$ cat config.mk
export PLATFORM = sky130hd
export DESIGN_NAME = ioctl_upload_spi_flat
export DESIGN_NICKNAME = d
export VERILOG_FILES = /design/src/rtl/ioctl_upload_spi_if.sv /design/src/rtl/ioctl_upload_spi.sv /design/src/flat_wrapper.sv
export SDC_FILE = /design/constraint.sdc
export NUM_CORES = 1
export LEC_CHECK = 0
export ABC_AREA = 1
export BUFFER_PORTS_ARGS = -buffer_cell sky130_fd_sc_hd__buf_2
export CAP_MARGIN = 5
export CORE_MARGIN = 2
export CORE_UTILIZATION = 52
export CTS_CLUSTER_SIZE = 12
export DETAILED_ROUTE_END_ITERATION = 6
export HOLD_SLACK_MARGIN = 0.12
export PLACE_DENSITY = 0.72
export RECOVER_POWER = 50
export SLEW_MARGIN = 15
export SYNTH_ARGS = -nofsm -noshare
export SYNTH_HDL_FRONTEND = slang
export SYNTH_SLANG_ARGS = --single-unit
$ cat constraint.sdc
create_clock -name clk_sys -period 1.6 [get_ports clk_sys]
set_clock_uncertainty 0.15 [all_clocks]
set_input_delay 0.32 -clock clk_sys [delete_from_list [all_inputs] [get_ports clk_sys]]
set_output_delay 0.32 -clock clk_sys [all_outputs]
set_load 0.03 [all_outputs]
$ cat src/rtl/ioctl_upload_spi_if.sv
// Signal bundle between the upload SPI transmitter, the host SPI pins and the
// core memory read port.
interface ioctl_upload_spi_if #(
  parameter int unsigned ADDR_W = 25
);
  logic              SPI_SCK;
  logic              SPI_SS;
  logic              SPI_DI;
  logic              spi_do;
  logic              spi_do_oe;
  logic              ioctl_upload;
  logic [7:0]        ioctl_index;
  logic [ADDR_W-1:0] ioctl_addr;
  logic              ioctl_rd;
  logic [7:0]        ioctl_din;
  logic              ioctl_din_valid;
  logic              underrun;

  modport slave (
    input  SPI_SCK, SPI_SS, SPI_DI, ioctl_din, ioctl_din_valid,
    output spi_do, spi_do_oe, ioctl_upload, ioctl_index, ioctl_addr, ioctl_rd,
           underrun
  );

  modport master (
    output SPI_SCK, SPI_SS, SPI_DI, ioctl_din, ioctl_din_valid,
    input  spi_do, spi_do_oe, ioctl_upload, ioctl_index, ioctl_addr, ioctl_rd,
           underrun
  );
endinterface

$ cat src/rtl/ioctl_upload_spi.sv
// SPI-slave upload transmitter: decodes host commands, fetches bytes over the
// ioctl read handshake and shifts them out MSB-first on spi_do.
module ioctl_upload_spi #(
  parameter int unsigned ADDR_W    = 25,
  parameter logic [7:0]  CMD_INDEX = 8'h54,
  parameter logic [7:0]  CMD_START = 8'h55,
  parameter logic [7:0]  CMD_END   = 8'h56,
  parameter logic [7:0]  CMD_READ  = 8'h57
) (
  input logic               clk_sys,
  input logic               res_n,
  ioctl_upload_spi_if.slave bus
);

  // state    | meaning
  // F_CMD    | expecting a command byte (forced while SS high)
  // F_INDEX  | next byte is the upload index
  // F_READ   | every fall transmits; received bytes discarded
  // F_IGNORE | rest of frame ignored
  // X_IDLE   | no fetch outstanding
  // X_WAIT   | fetch issued, waiting for ioctl_din_valid
  typedef enum logic [1:0] {F_CMD, F_INDEX, F_READ, F_IGNORE} frame_t;
  typedef enum logic       {X_IDLE, X_WAIT} fetch_t;

  logic [1:0]        sck_sync_q, ss_sync_q, di_sync_q;
  logic              sck_prev_q;
  logic [2:0]        bit_cnt_q, bit_cnt_d;
  logic [6:0]        rx_sr_q, rx_sr_d;
  frame_t            frame_q, frame_d;
  fetch_t            fetch_q, fetch_d;
  logic [7:0]        tx_q, tx_d;
  logic [7:0]        buf_q, buf_d;
  logic              buf_full_q, buf_full_d;
  logic [ADDR_W-1:0] addr_q, addr_d;
  logic              rd_q;
  logic              upload_q, upload_d;
  logic [7:0]        index_q, index_d;
  logic              underrun_q, underrun_d;
  logic              fetch_req;

  logic       sck_s, ss_s, di_s;
  logic       sck_rise, sck_fall;
  logic [7:0] rx_byte;
  logic       byte_done;
  logic       din_ok;
  logic       tx_fall;

  assign sck_s     = sck_sync_q[1];
  assign ss_s      = ss_sync_q[1];
  assign di_s      = di_sync_q[1];
  assign sck_rise  = sck_s & ~sck_prev_q;
  assign sck_fall  = ~sck_s & sck_prev_q;
  assign rx_byte   = {rx_sr_q, di_s};
  assign byte_done = sck_rise && !ss_s && (bit_cnt_q == 3'd7);
  // a strobe outside WAIT belongs to no request of ours and is dropped
  assign din_ok    = bus.ioctl_din_valid && (fetch_q == X_WAIT);
  // SS rising together with the last fall ends the frame without a reload
  assign tx_fall   = (frame_q == F_READ) && sck_fall && !ss_s;

  always_ff @(posedge clk_sys or negedge res_n) begin
    if (!res_n) begin
      sck_sync_q <= 2'b00;
      ss_sync_q  <= 2'b11;
      di_sync_q  <= 2'b00;
      sck_prev_q <= 1'b0;
    end else begin
      sck_sync_q <= {sck_sync_q[0], bus.SPI_SCK};
      ss_sync_q  <= {ss_sync_q[0], bus.SPI_SS};
      di_sync_q  <= {di_sync_q[0], bus.SPI_DI};
      sck_prev_q <= sck_s;
    end
  end

  always_ff @(posedge clk_sys or negedge res_n) begin
    if (!res_n) begin
      bit_cnt_q  <= '0;
      rx_sr_q    <= '0;
      frame_q    <= F_CMD;
      fetch_q    <= X_IDLE;
      tx_q       <= '0;
      buf_q      <= '0;
      buf_full_q <= 1'b0;
      addr_q     <= '0;
      rd_q       <= 1'b0;
      upload_q   <= 1'b0;
      index_q    <= '0;
      underrun_q <= 1'b0;
    end else begin
      bit_cnt_q  <= bit_cnt_d;
      rx_sr_q    <= rx_sr_d;
      frame_q    <= frame_d;
      fetch_q    <= fetch_d;
      tx_q       <= tx_d;
      buf_q      <= buf_d;
      buf_full_q <= buf_full_d;
      addr_q     <= addr_d;
      rd_q       <= fetch_req;
      upload_q   <= upload_d;
      index_q    <= index_d;
      underrun_q <= underrun_d;
    end
  end

  always_comb begin
    bit_cnt_d  = bit_cnt_q;
    rx_sr_d    = rx_sr_q;
    frame_d    = frame_q;
    fetch_d    = fetch_q;
    tx_d       = tx_q;
    buf_d      = buf_q;
    buf_full_d = buf_full_q;
    addr_d     = addr_q;
    upload_d   = upload_q;
    index_d    = index_q;
    underrun_d = underrun_q;
    fetch_req  = 1'b0;

    if (ss_s) begin
      bit_cnt_d = '0;
    end else if (sck_rise) begin
      bit_cnt_d = bit_cnt_q + 3'd1;
      rx_sr_d   = rx_byte[6:0];
    end

    if (din_ok) begin
      buf_d      = bus.ioctl_din;
      buf_full_d = 1'b1;
      fetch_d    = X_IDLE;
    end

    // START after the fill path so a stale return is discarded by the restart
    if (ss_s) begin
      frame_d = F_CMD;
    end else if (byte_done) begin
      case (frame_q)
        F_CMD: begin
          if (rx_byte == CMD_INDEX) begin
            frame_d = F_INDEX;
          end else if (rx_byte == CMD_READ) begin
            frame_d = F_READ;
          end else if (rx_byte == CMD_START) begin
            upload_d   = 1'b1;
            addr_d     = '0;
            underrun_d = 1'b0;
            buf_full_d = 1'b0;
            fetch_req  = 1'b1;
          end else if (rx_byte == CMD_END) begin
            upload_d = 1'b0;
          end else begin
            frame_d = F_IGNORE;
          end
        end
        F_INDEX: begin
          index_d = rx_byte;
          frame_d = F_IGNORE;
        end
        default: ;
      endcase
    end

    if (tx_fall) begin
      if (bit_cnt_q == 3'd0) begin
        if (buf_full_q || din_ok) begin
          tx_d       = buf_full_q ? buf_q : bus.ioctl_din;
          buf_full_d = 1'b0;
          addr_d     = addr_q + ADDR_W'(1);
          fetch_req  = 1'b1;
        end else begin
          tx_d       = 8'hFF;
          underrun_d = 1'b1;
        end
      end else begin
        tx_d = {tx_q[6:0], 1'b0};
      end
    end

    if (fetch_req) fetch_d = X_WAIT;
  end

  assign bus.spi_do       = tx_q[7];
  assign bus.spi_do_oe    = (frame_q == F_READ) && !bus.SPI_SS;
  assign bus.ioctl_upload = upload_q;
  assign bus.ioctl_index  = index_q;
  assign bus.ioctl_addr   = addr_q;
  assign bus.ioctl_rd     = rd_q;
  assign bus.underrun     = underrun_q;

endmodule

$ cat src/flat_wrapper.sv
// flat-port wrapper written by rule: the top's interface ports become plain ports
module ioctl_upload_spi_flat 
#(
  parameter int unsigned ADDR_W    = 25,
  parameter logic [7:0]  CMD_INDEX = 8'h54,
  parameter logic [7:0]  CMD_START = 8'h55,
  parameter logic [7:0]  CMD_END   = 8'h56,
  parameter logic [7:0]  CMD_READ  = 8'h57
)
  (clk_sys, res_n, bus_SPI_SCK, bus_SPI_SS, bus_SPI_DI, bus_ioctl_din, bus_ioctl_din_valid, bus_spi_do, bus_spi_do_oe, bus_ioctl_upload, bus_ioctl_index, bus_ioctl_addr, bus_ioctl_rd, bus_underrun);
  ioctl_upload_spi_if #(.ADDR_W(ADDR_W)) bus_i ();
  input logic clk_sys;
  input logic res_n;
  input wire logic [$bits(bus_i.SPI_SCK)-1:0] bus_SPI_SCK;
  input wire logic [$bits(bus_i.SPI_SS)-1:0] bus_SPI_SS;
  input wire logic [$bits(bus_i.SPI_DI)-1:0] bus_SPI_DI;
  input wire logic [$bits(bus_i.ioctl_din)-1:0] bus_ioctl_din;
  input wire logic [$bits(bus_i.ioctl_din_valid)-1:0] bus_ioctl_din_valid;
  output wire logic [$bits(bus_i.spi_do)-1:0] bus_spi_do;
  output wire logic [$bits(bus_i.spi_do_oe)-1:0] bus_spi_do_oe;
  output wire logic [$bits(bus_i.ioctl_upload)-1:0] bus_ioctl_upload;
  output wire logic [$bits(bus_i.ioctl_index)-1:0] bus_ioctl_index;
  output wire logic [$bits(bus_i.ioctl_addr)-1:0] bus_ioctl_addr;
  output wire logic [$bits(bus_i.ioctl_rd)-1:0] bus_ioctl_rd;
  output wire logic [$bits(bus_i.underrun)-1:0] bus_underrun;
  assign bus_i.SPI_SCK = bus_SPI_SCK;
  assign bus_i.SPI_SS = bus_SPI_SS;
  assign bus_i.SPI_DI = bus_SPI_DI;
  assign bus_i.ioctl_din = bus_ioctl_din;
  assign bus_i.ioctl_din_valid = bus_ioctl_din_valid;
  assign bus_spi_do = bus_i.spi_do;
  assign bus_spi_do_oe = bus_i.spi_do_oe;
  assign bus_ioctl_upload = bus_i.ioctl_upload;
  assign bus_ioctl_index = bus_i.ioctl_index;
  assign bus_ioctl_addr = bus_i.ioctl_addr;
  assign bus_ioctl_rd = bus_i.ioctl_rd;
  assign bus_underrun = bus_i.underrun;
  ioctl_upload_spi #(.ADDR_W(ADDR_W), .CMD_INDEX(CMD_INDEX), .CMD_START(CMD_START), .CMD_END(CMD_END), .CMD_READ(CMD_READ)) u_core (.clk_sys(clk_sys), .res_n(res_n), .bus(bus_i));
endmodule
== After elaboration in Yosys (flattened, before gate mapping) ==
Index checks and enable logic that the tools add are counted.

* Register bits: 73
* Input port bits: 14
* Output and inout port bits: 38
* Word-level logic and storage cells: 107

* Add/sub/neg operators: 2
* Equality and inequality tests: 9
* Muxes and demuxes: 53
* Bitwise operators: 7
* Reduce and logical (&&, ||, !) cells: 20

{| class="wikitable"
|+ Operator list
! kind !! number
|-
| $mux W25 || 9
|-
| $eq A8 B7 Y1 const B || 4
|-
| $mux W1 || 32
|-
| $add A25 B1 Y25 const B || 1
|-
| $mux W8 || 3
|-
| $mux W2 || 6
|-
| $ne A5 B2 Y1 const B || 2
|-
| $reduce_bool A2 Y1 || 4
|-
| $logic_and A1 B1 Y1 || 6
|-
| $mux W3 || 2
|-
| $reduce_and A6 Y1 || 1
|-
| $not A1 Y1 || 5
|-
| $pmux W2 S2 || 1
|-
| $reduce_and A4 Y1 || 1
|-
| $add A3 B1 Y3 const B || 1
|-
| $eq A3 B3 Y1 const B || 1
|-
| $logic_not A3 Y1 || 1
|-
| $reduce_and A3 Y1 || 1
|-
| $reduce_bool A3 Y1 || 1
|-
| $and A1 B1 Y1 || 2
|-
| $eq A2 B1 Y1 const B || 1
|-
| $eq A2 B2 Y1 const B || 1
|-
| $logic_not A1 Y1 || 2
|-
| $logic_not A2 Y1 || 1
|-
| other kinds (2) || 2
|}

== Longest topological paths before layout ==
Gate-level depths: netlist of run 1.

* Word-level depth: 11
* Gate-level depth with buffers: 11
* Gate-level depth less buffers: 11

== Least setup slack after synthesis of run 1 ==
No wires, ideal clock.

* Kind: flip-flop to flip-flop
* Start point: reg u_core.addr_q[1], in the netlist u_core.bus.ioctl_addr[1]
* End point: reg u_core.addr_q[20], in the netlist u_core.bus.ioctl_addr[20]
* Setup time: 118 ps
* Arrival time: 1491 ps
* Data required time: 1332 ps
* Slack: -159 ps
* Cell stages (with the launch flop): 9
* Path buffers: 0
* Clock period less this slack: 1759 ps
* Cell sequence: dfrtp_1 -> ha_1 -> nand2_1 -> nor2_1 -> nand3_1 -> nor2_1 -> nand3_1 -> nand3_1 -> nand2_1

* Cells in the longest elaborated chain, start to end: 4

{| class="wikitable"
|+ Ends and longest elaborated chain
! element !! line !! RTL
|-
| start: declaration || ioctl_upload_spi.sv:34 || <nowiki>logic [ADDR_W-1:0] addr_q, addr_d;</nowiki>
|-
| start signal: assignment || ioctl_upload_spi.sv:96 || <nowiki>addr_q <= addr_d;</nowiki>
|-
| $add A25 B1 Y25 || ioctl_upload_spi.sv:166 || <nowiki>addr_d = addr_q + ADDR_W'(1);</nowiki>
|-
| $mux W25 || ioctl_upload_spi.sv:163 || <nowiki>if (buf_full_q || din_ok) begin</nowiki>
|-
| $mux W25 || ioctl_upload_spi.sv:162 || <nowiki>if (bit_cnt_q == 3'd0) begin</nowiki>
|-
| $mux W25 || ioctl_upload_spi.sv:161 || <nowiki>if (tx_fall) begin</nowiki>
|-
| net u_core.addr_d[20] || ioctl_upload_spi.sv:34 ||
|}

The timed path passes the listed nets, and every way through them passes these cells.
A chain may end at the register's enable or synchronous reset.

== Worst setup path after layout of run 1 ==
* Start point: reg u_core.bit_cnt_q[0]
* End point: reg u_core.addr_q[19], in the netlist u_core.bus.ioctl_addr[19]

* Cells in the longest elaborated chain, start to end: 7
* Elaborated cells between the ends (all ways): 8
* Those cells by class: eq/ne (1); mux (5); reduce/logical (2)

{| class="wikitable"
|+ Ends and longest elaborated chain
! element !! line !! RTL
|-
| start: declaration || ioctl_upload_spi.sv:27 || <nowiki>logic [2:0] bit_cnt_q, bit_cnt_d;</nowiki>
|-
| start signal: assignment || ioctl_upload_spi.sv:89 || <nowiki>bit_cnt_q <= bit_cnt_d;</nowiki>
|-
| $eq A3 B3 Y1 || ioctl_upload_spi.sv:54 || <nowiki>assign byte_done = sck_rise && !ss_s && (bit_cnt_q == 3'd7);</nowiki>
|-
| $logic_and A1 B1 Y1 || ioctl_upload_spi.sv:54 ||
|-
| $mux W25 || ioctl_upload_spi.sv:134 || <nowiki>end else if (byte_done) begin</nowiki>
|-
| $mux W25 || ioctl_upload_spi.sv:132 || <nowiki>if (ss_s) begin</nowiki>
|-
| $mux W25 || ioctl_upload_spi.sv:163 ||
|-
| $mux W25 || ioctl_upload_spi.sv:162 ||
|-
| $mux W25 (*) || ioctl_upload_spi.sv:161 ||
|-
| net u_core.addr_d[19] || ioctl_upload_spi.sv:34 ||
|}

The timed path passes the listed nets; every way through them passes the cells marked *.

==> out/results.tsv, run 1 <==
stage	metric	value	unit
routing	drc_errors	0	
floorplan	fp.dieArea	7950	sq um
worst_setup_path	arrival	1.92	ns
routing	ant_nets	0	
global_routing	overflow	0	
worst_setup_path	reg2reg_slack	-0.21	ns
placed_design	gp_congestion	0.861	
layout	layout-drive-gt1-share	41.3	%
pwr	peakVddDrop	0.000479	V
routing	dr.pass1.iters	5	
cts	cts.path.max_buffers	2	
floorplan	chipWidth	89.1	microns
pwr	power.density	713	nW/um^2
sta	slew_headroom	56.7	%
yosys	synthArstFlopShare	100	%
yosys	synth_top_area_share	47.1	%
sta	worstMarginPinSlew	0.650	ns
routing	wl_met3	464	microns
cts	cts_tree	yes	
global_routing	grt_usage	25.6	%
sta	period_minus_slack	1.81	ns
pwr	switching_share	26.4	%
pwr	internal-power	2.84	mW
worst_setup_path	path_class	register to register	
routing	num_vias	3726	
layout	finalNetCount	636	
cts	htree_levels	3	
global_routing	antenna_found_initial	0	
sta	period_share	113	%
worst_hold_path	hold_class	register to register	
placed_design	port_buffers	51	
layout	area_growth	43.7	%
floorplan	io_pins	52	
routing	avgRoutedWirePerCell	13.9	microns
worst_setup_path	cp-end-kind	register	
floorplan	rows	31	
yosys	synthCells	474	
routing	dr_wl_met2	4950	microns
outcome	violations	setup timing	
routing	wl	10000	microns
pwr	power.switching	1.02	mW
sta	hold_viol_final	0	
global_routing	grt_pass1_vias	3473	
worst_setup_path	path_max_fanout	6	
routing	routed_via_density	5.16	
floorplan	start_util	52.8	%
pwr	p_leak	2.65	nW
cts	path_clk_slew	0.08	ns
global_routing	grt_pass1_wl	15700	microns
routing	drt_iter0_markers	286	
floorplan	core-area	7140	sq um
cts	cts_sinks	73	
global_routing	grt_max_degree	74	
layout	num_antenna_cells	0	
yosys	synth_top_area_cell	dfrtp_1	
run	cap_violations	0	
cts	numCtsBuffers	9	
yosys	ys_seq_elements	73	
worst_setup_path	rr_worst_depth	10	
worst_setup_path	r2r_end	u_core.bus.ioctl_addr[19]	
sta	tns	-6.49	ns
yosys	synth_edf_count	0	
floorplan	fp.dieH	89.1	microns
worst_setup_path	cp-start-kind	register	
sta	fin_ws	-0.215	ns
yosys	netlist_area	3770	sq um
worst_setup_path	required	1.71	ns
pwr	pwr-share-comb	10.9	%
worst_setup_path	crit_start	u_core.bit_cnt_q[0]	
layout	fin_area	5420	sq um
sta	hold_ws	0.201	ns
cts	cts_root_buffer	clkbuf_8	
sta	grt_setup_unrepaired	true	
worst_setup_path	reg2reg_from	u_core.bit_cnt_q[0]	
placed_design	place_area	4580	sq um
worst_hold_path	min_path_cells	0	
yosys	ys_warn_count	0	
cts	clk_latency	0.36	ns
yosys	syn_nets	492	
worst_setup_path	cp-endpoint	u_core.bus.ioctl_addr[19]	
placed_design	hpwl	6330	microns
pwr	seqPwrFrac	51.1	%
yosys	yosysUniqueCellTypes	33	
yosys	yosysSeqAreaShare	48.5	%
sta	finalMaxSlewViolations	0	
sta	setup_viol	46	
yosys	synth.area.top_cells	dfrtp_1, nand2_1, inv_1	
routing	met1_length	4390	microns
yosys	syn_area_per_cell	7.95	sq um
yosys	synth_ff_type	dfrtp_1	
outcome	outcome	complete, but fails checks	
routing	routed.top_layer	met4	
sta	fmax	551	MHz
pwr	clockPowerShare	38.0	%
[per-layer routing]
metal	up-vias	global-route usage [%]
met5	-	0
met4	0	12.8
met3	23	4.52
met2	119	41.8
met1	1761	32.9
li1	1823	-
[cells in the mapped netlist, drive strengths merged (4+ instances only)]
master	instances
a31oi	4
inv	65
buf	6
dfrtp	71
nor2	53
nand4	13
nor3	7
nand3	43
a21oi	12
ha	4
nand2	135
o21ai	48
[metrics by stage]
step | worst slack, ns | std cells | util (%) | total power, mW
finish | -0.215 | 722 | 75.9 | 3.86
global route | -0.303 | 722 | 75.9 | 4.02
CTS | -0.199 | 715 | 74.2 | 3.87
detailed placement | -0.191 | 672 | 64.2 | 2.36
global placement | -0.135 | 672 | 64.2 | 2.35
floorplan | -0.0104 | 474 | - | 2.17
[worst max-delay path: stages, from the launching register on]
cell	delay, ns
dfrtp_1	0.38
ha_2	0.20
ha_4	0.13
buf_6	0.08
nand4_1	0.13
nor2_1	0.18
nand3_2	0.17
nand2_1	0.11
nand2_1	0.05
nand3_1	0.06
nand2_1	0.05
[registers in the layout, summed over array words and instances (netlist names)]
| signal | count |
|---|---|
| u_core.frame_q | 2 |
| u_core.fetch_q | 1 |
| u_core.sck_sync_q | 2 |
| u_core.tx_q | 8 |
| u_core.bit_cnt_q | 3 |
| u_core.bus.ioctl_addr | 25 |
| u_core.bus.ioctl_upload | 1 |
| u_core.buf_q | 8 |
| u_core.sck_prev_q | 1 |
| u_core.bus.ioctl_index | 8 |
| u_core.bus.underrun | 1 |
| u_core.ss_sync_q | 2 |
| u_core.di_sync_q | 2 |
| u_core.buf_full_q | 1 |
| u_core.bus.ioctl_rd | 1 |
| u_core.rx_sr_q | 7 |
[layout make-up]
cell class	instances	area [sq um]
multi-input cells	326	1900
flip-flops and latches	73	1840
fillers	538	1720
repair buffers	141	1080
inverters	66	269
clock buffers	10	128
well taps	99	124
clock inverters	6	67.6
repair inverters	1	6.26
[timing repair]
item,in CTS,in global routing
pin swaps,27,22
setup endpoints to repair,44,50
hold buffers,13,0
gates resized for setup,86,28
cloned,1,1
hold endpoints to repair,87,0
buffers inserted,13,8
[worst min-delay path by stage]
stage	start	end	slack [ns]
6_report	u_core.sck_sync_q[0]	u_core.sck_sync_q[1]	0.20
5_1_grt	u_core.ss_sync_q[0]	u_core.ss_sync_q[1]	0.21
4_1_cts	u_core.ss_sync_q[0]	u_core.ss_sync_q[1]	0.20
3_5_place_dp	u_core.di_sync_q[0]	u_core.di_sync_q[1]	0.18
3_3_place_gp	u_core.di_sync_q[0]	u_core.di_sync_q[1]	0.18
2_1_floorplan	res_n	u_core.bit_cnt_q[0]	-0.13
[power groups by stage]
stage,Combinational (mW),Sequential (mW),Clock (mW)
finish,0.423,1.97,1.47
global placement,0.349,2.00,0
detailed placement,0.357,2.01,0
CTS,0.424,1.97,1.48
global route,0.473,1.98,1.56
floorplan,0.167,2.00,0
[kinds of logic (layout without fill, tap and decap cells)]
logic type | after synthesis | count (layout) | share of synthesized area (%)
compound gates | 69 | 69 | 10.5
xor+xnor | 1 | 1 | 0.232
fa+ha+maj | 4 | 4 | 1.33
buf+inv | 75 | 224 | 8.60
flops | 73 | 73 | 48.5
simple gates | 252 | 252 | 30.8
[placed cells by master (no fill, tap or decap), types with 7 or more instances in the layout]
master / netlist / layout
inv_2: 8 / 8
buf_2: 0 / 48
o21ai_1: 7 / 10
o21ai_2: 7 / 13
nand2_2: 6 / 18
nor2_4: 4 / 7
nand3_2: 2 / 8
nor2_2: 5 / 12
o21ai_0: 34 / 25
nor2_1: 43 / 33
dfrtp_2: 0 / 8
buf_4: 2 / 52
inv_1: 57 / 51
dlygate4sd3_1: 0 / 13
clkbuf_8: 0 / 9
a21oi_2: 0 / 7
buf_6: 3 / 24
nand4_1: 12 / 12
nand3_1: 40 / 33
dfrtp_1: 71 / 63
nand2_4: 2 / 8
nand2_1: 127 / 109
No activity file was read; power rests on OpenSTA's default activity.
==> inputs of run 2 (changes only) <==
--- a/config.mk
+++ b/config.mk
@@ -8,6 +8,7 @@
 export ABC_AREA = 1
 export BUFFER_PORTS_ARGS = -buffer_cell sky130_fd_sc_hd__buf_2
 export CAP_MARGIN = 5
+export CORE_ASPECT_RATIO = 1.1
 export CORE_MARGIN = 2
 export CORE_UTILIZATION = 52
 export CTS_CLUSTER_SIZE = 12
==> run 2 against run 1 <==
The run still ends with setup timing left. First-iteration DRC count rose by 7.7%. Routed wire length fell by 1.7%. Via count fell by 0.91%. Setup slack improved by 0.052 ns. Die area barely moved. Final cell count fell by 3.6%. Combinational power fell by 4%. Design area fell by 2.1%. Critical path depth did not move. Clock-buffer cell count did not move. Largest cell class unchanged.
==> out/results.tsv, run 2 (synthesized netlist as in run 1, its figures left out) <==
stage	metric	value	unit
cts	cts_root_buffer	clkbuf_8	
sta	finalMaxSlewViolations	0	
cts	numCtsBuffers	9	
global_routing	grt_max_degree	37	
floorplan	io_pins	52	
routing	wl	9860	microns
routing	avgRoutedWirePerCell	14.2	microns
layout	area_growth	40.6	%
sta	worstMarginPinSlew	0.615	ns
worst_setup_path	path_common_cell	nand2_1	
worst_setup_path	slowest_stage	dfrtp_1	
worst_setup_path	cp-start-kind	register	
outcome	violations	setup timing	
sta	hold_viol_final	0	
layout	final_cell_mix	nand2_1, dfrtp_1, inv_1	
floorplan	start_util	53.8	%
routing	drt_iter0_markers	308	
cts	cts_tree	yes	
sta	tns	-4.25	ns
placed_design	gp_congestion	0.844	
layout	largest_reg_flops	25	
cts	htree_levels	3	
cts	cts.path.max_buffers	2	
cts	path_clk_slew	0.09	ns
worst_setup_path	cp_num_buf_inv	1	
worst_setup_path	required	1.70	ns
cts	cts_sinks	73	
sta	fin_ws	-0.163	ns
layout	final_cell_count_no_fill	696	
routing	ant_nets	0	
sta	period_minus_slack	1.76	ns
pwr	peakVddDrop	0.000550	V
cts	clk_latency	0.36	ns
layout	finalNetCount	624	
worst_setup_path	cp-end-kind	register	
worst_setup_path	cpPeakStageDelay	0.37	ns
global_routing	use_met2	43.0	%
worst_setup_path	arrival	1.86	ns
layout	multi_input_area	1880	sq um
layout	regArea	1840	sq um
placed_design	hpwl	6630	microns
pwr	p_total	4.00	mW
layout	final_common_cell	nand2_1	
layout	num_antenna_cells	0	
sta	grt_setup_unrepaired	true	
routing	routed_via_density	5.30	
worst_setup_path	path_cells	ha_2 -> ha_4 -> buf_6 -> nand4_1 -> nor2_2 -> nand3_4 -> nand2_1 -> nand2_1 -> nand3_2 -> nand2_1	
floorplan	core-area	7010	sq um
worst_setup_path	path_max_fanout	6	
layout	post-route-util	75.7	%
sta	slew_headroom	59.0	%
floorplan	fp.dieH	93.3	microns
layout	layout-drive-gt1-share	37.5	%
global_routing	overflow	0	
sta	period_share	110	%
worst_setup_path	path_class	register to register	
global_routing	grt-busiest-layer	met2	
worst_hold_path	hold_class	register to register	
global_routing	grt_pass1_wl	16100	microns
sta	setup_viol	41	
routing	dr.pass1.iters	5	
placed_design	placed_cells	659	
pwr	power.density	755	nW/um^2
placed_design	port_buffers	51	
routing	drc_errors	0	
worst_setup_path	critical-path-top-delay-family	simple AND/OR/NAND/NOR gates	
global_routing	gr-usage-met3	4.41	%
outcome	outcome	complete, but fails checks	
pwr	p_leak	2.58	nW
global_routing	grt_pass1_vias	3589	
placed_design	place_ws	-0.157	ns
global_routing	antenna_found_initial	0	
routing	num_vias	3692	
run	cap_violations	0	
sta	fmax	567	MHz
global_routing	grt_usage	25.2	%
floorplan	fp.dieArea	7950	sq um
layout	fillerInstances	502	
global_routing	grt_use_met1	32.1	%
floorplan	chipWidth	85.2	microns
floorplan	rows	32	
[run 2: repair_timing]
| action | 4_1_cts | 5_1_grt |
|---|---|---|
| pin swaps | 11 | 23 |
| hold buffers | 13 | 0 |
| buffers inserted | 4 | 3 |
| resized for setup | 25 | 56 |
| endpoints found under the hold margin | 88 | 0 |
| cloned | 1 | 0 |
| endpoints found under the setup margin | 44 | 48 |
[run 2: final cells by class]
cell class	instances	share of cell area [%]
multi-input combinational	326	35.5
sequential	73	34.7
timing repair buffer	130	18.7
inverter	66	4.96
clock buffer	10	2.41
tap	85	2.01
clock inverter	6	1.72
[run 2: path summary, 6_finish.rpt]
| path | from | end | slack [ns] | cells after the start |
|---|---|---|---|---|
| setup / recovery | u_core.bit_cnt_q[0] | u_core.bus.ioctl_addr[20] | -0.16 | 10 |
| hold / removal | u_core.ss_sync_q[0] | u_core.ss_sync_q[1] | 0.19 | 0 |
| setup reg to reg | u_core.bit_cnt_q[0] | u_core.bus.ioctl_addr[20] | -0.16 | 10 |
| hold reg to reg | u_core.ss_sync_q[0] | u_core.ss_sync_q[1] | 0.19 | 0 |
| max in group asynchronous | res_n | u_core.bus.ioctl_addr[11] | 0.17 | 3 |
| min in group asynchronous | res_n | u_core.bus.ioctl_index[5] | 0.32 | 2 |
[run 2: per-stage QoR]
step,hold WS [ns],area (sq um)
2_1_floorplan,-0.126,3810
3_3_place_gp,0.0780,4600
3_5_place_dp,0.0750,4600
4_1_cts,0.202,5100
5_1_grt,0.205,5300
6_report,0.194,5300
[run 2: power breakdown]
group | internal, mW | switching (mW)
combinational | 0.184 | 0.222
clock | 0.887 | 0.734
sequential | 1.92 | 0.0533
[run 2: metal layers]
metal / part of all wire [%] / vias to the layer above
li1: - / 1792
met1: 43 / 1770
met2: 51 / 110
met3: 4.4 / 20
met4: 1.9 / 0
met5: 0 / -
